$ cat src/rtl/permute_sequencer.sv
// rtl/permute_sequencer.sv - steps a permute block through num_files files with start pulse, finish handshake and timeout
module permute_sequencer #(
    parameter int START_CYCLES = 2,
    parameter int TIMEOUT      = 65535
) (
    input  logic       clk,
    input  logic       rst,
    input  logic       go,
    input  logic [9:0] num_files,
    input  logic       perm_finish,
    output logic       perm_start,
    output logic [9:0] file_index,
    output logic       busy,
    output logic       done,
    output logic       timeout_err,
    output logic [9:0] files_done
);

    typedef enum logic [2:0] {
        S_IDLE,
        S_PULSE,
        S_WAIT_CLR,
        S_WAIT_FIN,
        S_NEXT,
        S_DONE,
        S_ERR
    } state_t;

    localparam logic [3:0]  PULSE_LAST = 4'(START_CYCLES - 1);
    localparam logic [16:0] TMO_LIMIT  = 17'(TIMEOUT);

    state_t      state_q, state_d;
    logic [9:0]  num_q, num_d;
    logic [9:0]  file_index_q, file_index_d;
    logic [9:0]  files_done_q, files_done_d;
    logic [3:0]  pulse_cnt_q, pulse_cnt_d;
    logic [15:0] tmo_cnt_q, tmo_cnt_d;
    logic        perm_start_q, perm_start_d;
    logic        busy_q, busy_d;
    logic        done_q, done_d;
    logic        timeout_err_q, timeout_err_d;

    logic [16:0] tmo_inc;
    logic [9:0]  files_done_inc;

    assign tmo_inc        = {1'b0, tmo_cnt_q} + 17'd1;
    assign files_done_inc = files_done_q + 10'd1;

    always_comb begin
        state_d       = state_q;
        num_d         = num_q;
        file_index_d  = file_index_q;
        files_done_d  = files_done_q;
        pulse_cnt_d   = pulse_cnt_q;
        tmo_cnt_d     = tmo_cnt_q;
        timeout_err_d = timeout_err_q;

        case (state_q)
            S_IDLE, S_ERR: begin
                if (go) begin
                    num_d         = num_files;
                    file_index_d  = 10'd0;
                    files_done_d  = 10'd0;
                    pulse_cnt_d   = 4'd0;
                    tmo_cnt_d     = 16'd0;
                    timeout_err_d = 1'b0;
                    state_d       = (num_files == 10'd0) ? S_DONE : S_PULSE;
                end
            end
            S_PULSE: begin
                if (pulse_cnt_q == PULSE_LAST) begin
                    tmo_cnt_d = 16'd0;
                    state_d   = S_WAIT_CLR;
                end else begin
                    pulse_cnt_d = pulse_cnt_q + 4'd1;
                end
            end
            // Timeout is tested before perm_finish so it wins on the same cycle.
            S_WAIT_CLR: begin
                tmo_cnt_d = tmo_inc[15:0];
                if (tmo_inc == TMO_LIMIT) begin
                    state_d = S_ERR;
                end else if (!perm_finish) begin
                    state_d = S_WAIT_FIN;
                end
            end
            S_WAIT_FIN: begin
                tmo_cnt_d = tmo_inc[15:0];
                if (tmo_inc == TMO_LIMIT) begin
                    state_d = S_ERR;
                end else if (perm_finish) begin
                    state_d = S_NEXT;
                end
            end
            S_NEXT: begin
                files_done_d = files_done_inc;
                if (files_done_inc == num_q) begin
                    state_d = S_DONE;
                end else begin
                    file_index_d = file_index_q + 10'd1;
                    pulse_cnt_d  = 4'd0;
                    state_d      = S_PULSE;
                end
            end
            S_DONE:  state_d = S_IDLE;
            default: state_d = S_IDLE;
        endcase

        // Outputs are registered copies of the next state so they line up with the state itself.
        perm_start_d = (state_d == S_PULSE);
        busy_d       = (state_d == S_PULSE) || (state_d == S_WAIT_CLR) ||
                       (state_d == S_WAIT_FIN) || (state_d == S_NEXT);
        done_d       = (state_d == S_DONE);
        if (state_d == S_ERR) begin
            timeout_err_d = 1'b1;
        end
    end

    always_ff @(posedge clk or posedge rst) begin
        if (rst) begin
            state_q       <= S_IDLE;
            num_q         <= 10'd0;
            file_index_q  <= 10'd0;
            files_done_q  <= 10'd0;
            pulse_cnt_q   <= 4'd0;
            tmo_cnt_q     <= 16'd0;
            perm_start_q  <= 1'b0;
            busy_q        <= 1'b0;
            done_q        <= 1'b0;
            timeout_err_q <= 1'b0;
        end else begin
            state_q       <= state_d;
            num_q         <= num_d;
            file_index_q  <= file_index_d;
            files_done_q  <= files_done_d;
            pulse_cnt_q   <= pulse_cnt_d;
            tmo_cnt_q     <= tmo_cnt_d;
            perm_start_q  <= perm_start_d;
            busy_q        <= busy_d;
            done_q        <= done_d;
            timeout_err_q <= timeout_err_d;
        end
    end

    assign perm_start  = perm_start_q;
    assign file_index  = file_index_q;
    assign busy        = busy_q;
    assign done        = done_q;
    assign timeout_err = timeout_err_q;
    assign files_done  = files_done_q;

endmodule

$ cat config.mk
export PLATFORM = sky130hd
export DESIGN_NAME = permute_sequencer
export DESIGN_NICKNAME = d
export VERILOG_FILES = /design/src/rtl/permute_sequencer.sv
export SDC_FILE = /design/constraint.sdc
export NUM_CORES = 1
export LEC_CHECK = 0
export ABC_AREA = 1
export CORE_ASPECT_RATIO = 0.6
export CORE_MARGIN = 3
export CORE_UTILIZATION = 63
export CTS_BUF_LIST = sky130_fd_sc_hd__clkbuf_4 sky130_fd_sc_hd__clkbuf_8
export CTS_CLUSTER_DIAMETER = 80
export DETAILED_ROUTE_END_ITERATION = 8
export GPL_TIMING_DRIVEN = 0
export PLACE_DENSITY = 0.88
export SYNTH_ARGS = -nofsm -noshare
export SYNTH_HDL_FRONTEND = slang
export SYNTH_SLANG_ARGS = --single-unit
$ cat constraint.sdc
create_clock -name clk -period 6.3 [get_ports clk]
set_clock_uncertainty 0.2 [all_clocks]
set_input_delay 0.945 -clock clk [delete_from_list [all_inputs] [get_ports clk]]
set_output_delay 0.945 -clock clk [all_outputs]
set_load 0.05 [all_outputs]
# ---- Word-level counts from Yosys, hierarchy flattened
# Cells that the tools add are included.
# Widths: inputs -> output; s select.
dict set report word_totals {
  ff_bits 57
  out_inout_bits 24
  wordCells 73
}
dict set report classes {
  addsub 4
  n_eq_ne 18
  n_mux 23
  reduce_logical 18
}
# operator count
set op_table {}
lappend op_table {{$pmux 16 s3} 1}
lappend op_table {{$pmux 10 s2} 2}
lappend op_table {{$mux 16} 2}
lappend op_table {{$mux 3} 8}
lappend op_table {{$add 10x1->10 const B} 2}
lappend op_table {{$mux 10} 2}
lappend op_table {{$add 16x1->17 const B} 1}
lappend op_table {{$eq 17x16->1 const B} 1}
lappend op_table {{$eq 3x3->1 const B} 5}
lappend op_table {{$pmux 3 s5} 1}
lappend op_table {{$eq 3x2->1 const B} 4}
lappend op_table {{$mux 4} 3}
lappend op_table {{$pmux 4 s3} 1}
lappend op_table {{$eq 10x10->1} 1}
lappend op_table {{$logic_not 10->1} 1}
lappend op_table {{$ne 2x2->1 const B} 4}
lappend op_table {{$eq 3x1->1 const B} 2}
lappend op_table {{$reduce_and 2->1} 3}
lappend op_table {{$reduce_and 3->1} 2}
lappend op_table {{$reduce_bool 2->1} 3}
lappend op_table {{$reduce_bool 3->1} 2}
lappend op_table {{$add 4x1->4 const B} 1}
lappend op_table {{$eq 4x1->1 const B} 1}
lappend op_table {{$reduce_and 4->1} 1}
lappend op_table {{other kinds (4)} 9}

# ---- Longest topological paths before layout
dict set report logic_depth {
  word_depth 8
  mapped_depth 17
  depth_no_buf 17
}

# ---- Worst setup path before layout
# Ideal clock, no wire load.
dict set report synth_timing {
  kind {register to register}
  from {reg files_done_q[0] (netlist: files_done[0])}
  to {reg file_index_q[7] (netlist: file_index[7])}
  arrival_ns 2.280
  path_slack_ns 3.689
  stages_incl_launch_ff 16
  period_less_slack_ns 2.611
  cell_sequence {dfrtp_1 ha_1 nand2_1 nor2_1 nand2_1 nand2_2 nor2_1 nor2_1 nand3_1 nor2_2 nand3_4 nand2_2 buf_6 nor2_4 xnor2_1 nor2_1}
}
dict set report synth_between {
  elab_chain_cells 4
}
# element line_no
set synth_rtl {}
lappend synth_rtl {{start: declaration} 35} ;# logic [9:0] files_done_q, files_done_d;
lappend synth_rtl {{start signal: assignment} 135} ;# files_done_q <= files_done_d;
lappend synth_rtl {{$add 10x1->10} 47} ;# assign files_done_inc = files_done_q + 10'd1;
lappend synth_rtl {{$eq 10x10->1} 97} ;# if (files_done_inc == num_q) begin
lappend synth_rtl {{$ne 2x2->1 (no line)} n/a}
lappend synth_rtl {{$reduce_and 3->1 (no line)} n/a}
lappend synth_rtl {{end signal: assignment} 134} ;# file_index_q <= file_index_d;
lappend synth_rtl {{end: declaration} 34} ;# logic [9:0] file_index_q, file_index_d;
# Every way passes these cells.
# A chain may end at the register's enable or synchronous reset.

# ---- Worst setup path in the final report
dict set report layout_timing {
  from {reg file_index_q[0] (netlist: file_index[0])}
  to {out file_index[0]}
}
# element line_no
set layout_rtl {}
lappend layout_rtl {{end: declaration} 12} ;# output logic [9:0] file_index,
# No word-level cell between the ends.

==> metrics.csv <==
metric;value;unit
worst stage delay on the critical path;0.87;ns
fin util;0.8408;
WL final;9280;um
Top FF cell, synth;dfrtp_1;
setup tns final;0;ns
outcome;finished, final reports clean;
post-CTS setup repair buffer count;0;
hold slack;0.3135;ns
XOR/XNOR Fraction of Synth Area;0.04981;
Buf/Inv on CP;1;
DRC violations left;0;
final net count;518;
core area;0.004850;sq mm
Required @ worst endpoint;5.15;ns
Post-synth ARST share;1.000;
kind of end point of the critical path;primary output;
Slew HR;0.4726;
GP Congestion;0.9269;
RSZ-0062 raised after global routing;no;
crit-path max FO;8;
fin crit share;0.4569;
later-pin clock latency in the skew report;0.34;ns
CTS max path bufs;2;
reg2reg start;files_done[0];
post-layout instance area;0.004078;sq mm
busiest grt layer;met2;
flop2flop setup slack;3.61;ns
gr usage total;0.3156;
worst setup path class;register to primary output;
PnR worst setup slack;3.421;ns
GR Util met3;0.09588;
vias per cell;5.945;
TritonCTS buffer count;9;
Final Critical Period;2.879;ns
Reg2Reg Depth;15;
Mean Syn Cell Area;7.496;sq um
post-synthesis simple-gate area fraction;0.3405;
largest family of logic cells by synthesized area;simple AND/OR/NAND/NOR gates;
post-DP HPWL;6613;um
post-DR wirelength/cell;16.40;um
global route overflow;0;
Compound-Gate Fraction of Synth Area;0.08885;
Commonest cells post-synth;nand2_1, dfrtp_1, inv_1;
LEAKAGE;1.831;nW
io pins;38;
port bufs;37;
Routed Antenna Nets;0;
share of cells above drive strength 1;0.08748;
initial cell density of the core;0.6940;
Cell variety after synth;33;
Chip Height;62.62;um
Clock transition at path regs;0.07;ns
CP startpoint;file_index[0];
setup violators final;0;
Cell Area, Placed;0.003835;sq mm
synthesized area;0.003366;sq mm
Hold Startpoint;num_q[4];
CTS H-tree lvls;3;
Crit path depth;1;
dpl cells;550;
mux share of post-synthesis cell area;0;
first-pass GRT wire length;15570;um
via count;3365;
CTS tree;yes;
largest net degree at the start of global routing;43;
fin cells;566;
# diodes;0;
Layout Area Growth over Synthesis;21.15;%
cell with the most instances after synthesis;nand2_1;
Adder-Cell Fraction of Synth Area;0.02230;
root buffer cell;clkbuf_8;
vias in the first global route;3262;
cts repair resizes;0;
cts hold-fix bufs;0;
register area share after synthesis;0.4238;
hold path depth;2;
Post-synth EDFFs;0;
CP max stage cell;clkdlybuf4s50_1;
Synth Instances;449;
cell taking the most area after synthesis;dfrtp_1;
final total power;1.524;mW
Worst Max-Slew Pin Slew;0.7850;ns
DRT Pass-1 Iters;5;
Worst Hold End;num_q[4];
Reg-to-Reg End;file_index[7];
Synthesized Nets;469;
met2 usage;0.4645;
die area;0.006284;sq mm
Min-Delay Path Class;register to register;
Worst path top cell family by delay;buffers and inverters;
top cells by area, synth;dfrtp_1, nand2_1, inv_1;
Startpoint Class;register;
Arrival @ worst endpoint;1.73;ns
setup slack after placement;3.349;ns
Pwr Density;373.7;mW/mm^2
Max Transition Viols Final;0;
CTS sink cnt;57;
initial drt markers;309;
Highest Clock Rate;347.4;MHz
initial antenna violation count;0;
Yosys reg bits;57;
Yosys warning total;0;
Site Rows;19;
Max Cap Viol;0;
CP Cell Sequence;clkdlybuf4s50_1;
GR Layer Usage met1;0.4460;
die width;100.4;um
area share of the largest cell type after synthesis;0.4238;
final hold vios;0;
Peak VDD IR;339.0;uV
==> layout make-up <==
class | instances | area [sq um]
Buffer | 7 | 37.54
Clock buffer | 10 | 137.6
Clock inverter | 6 | 105.1
Fill cell | 295 | 772.0
Inverter | 57 | 214.0
Multi-Input combinational cell | 328 | 1688
Sequential cell | 57 | 1426
Tap cell | 63 | 78.83
Timing Repair Buffer | 38 | 390.4
==> tightest hold or removal path: stages (launching register included) <==
cell     delay [ns]
dfrtp_1        0.37
nand2_1        0.05
o21ai_0        0.06
==> cells in the final DEF (no fill, tap or decap) <==
master / netlist / final
buf_12: 0 / 1
nand3_4: 1 / 1
nand2_2: 6 / 6
a31oi_1: 2 / 2
o21ai_0: 17 / 17
dfrtp_1: 57 / 57
a21oi_2: 1 / 1
o21ai_1: 4 / 4
clkbuf_8: 0 / 10
or2_1: 1 / 1
xnor2_1: 3 / 3
nand3_2: 1 / 1
nor3_1: 8 / 8
o31ai_1: 3 / 3
nor2_2: 4 / 4
nor2_4: 6 / 6
o22ai_1: 16 / 16
inv_1: 55 / 54
clkinv_2: 0 / 3
nand3b_1: 2 / 2
inv_2: 1 / 2
bufinv_16: 0 / 3
nor2_1: 46 / 46
a21oi_1: 7 / 7
xnor3_1: 2 / 2
o21bai_1: 1 / 1
clkinv_1: 1 / 1
ha_1: 6 / 6
a21boi_0: 1 / 1
buf_6: 1 / 1
clkbuf_1: 3 / 3
clkdlybuf4s50_1: 0 / 37
nand4_1: 11 / 11
xor2_1: 11 / 11
or2_2: 2 / 2
buf_2: 3 / 3
nand2_1: 126 / 126
nand3_1: 40 / 40
==> how the worst max path moves through the flow <==
| stage | endpoint | slack [ns] |
|---|---|---|
| final | file_index[0] | 3.42 |
| after global routing | files_done[0] | 3.38 |
| after CTS | file_index[0] | 3.42 |
| after detailed placement | tmo_cnt_q[8] | 3.35 |
| after global placement | tmo_cnt_q[2] | 2.68 |
| after floorplan | file_index[7] | 3.69 |
==> flip-flops by register name, summed over array words and instances (netlist names) <==
signal,flops
pulse_cnt_q,4
busy,1
files_done,10
num_q,10
file_index,10
perm_start,1
state_q,3
timeout_err,1
done,1
tmo_cnt_q,16
==> report_power, final <==
group | switching [mW] | internal (mW) | leakage (nW) | total [mW]
Clock | 0.152 | 0.271 | 0.126 | 0.424
Combinational | 0.399 | 0.182 | 0.942 | 0.582
Sequential | 0.0753 | 0.443 | 0.763 | 0.518
==> cell families (layout without fill, tap and decap cells) <==
kind of cell               count (synthesis)  count (layout)
adders and majority gates                  6               6
buffers and inverters                     64             118
and+or+nand+nor                          254             254
xor gates and xnor gates                  16              16
AOI/OAI and AO/OA                         52              52
DFF                                       57              57
==> layer usage <==
metal / vias to the layer above / wire length, um
met5: - / 0
met4: 0 / 199
met3: 30 / 1054
met2: 207 / 4053
met1: 1573 / 3972
li1: 1555 / -
No activity file was read; power rests on OpenSTA's default activity.
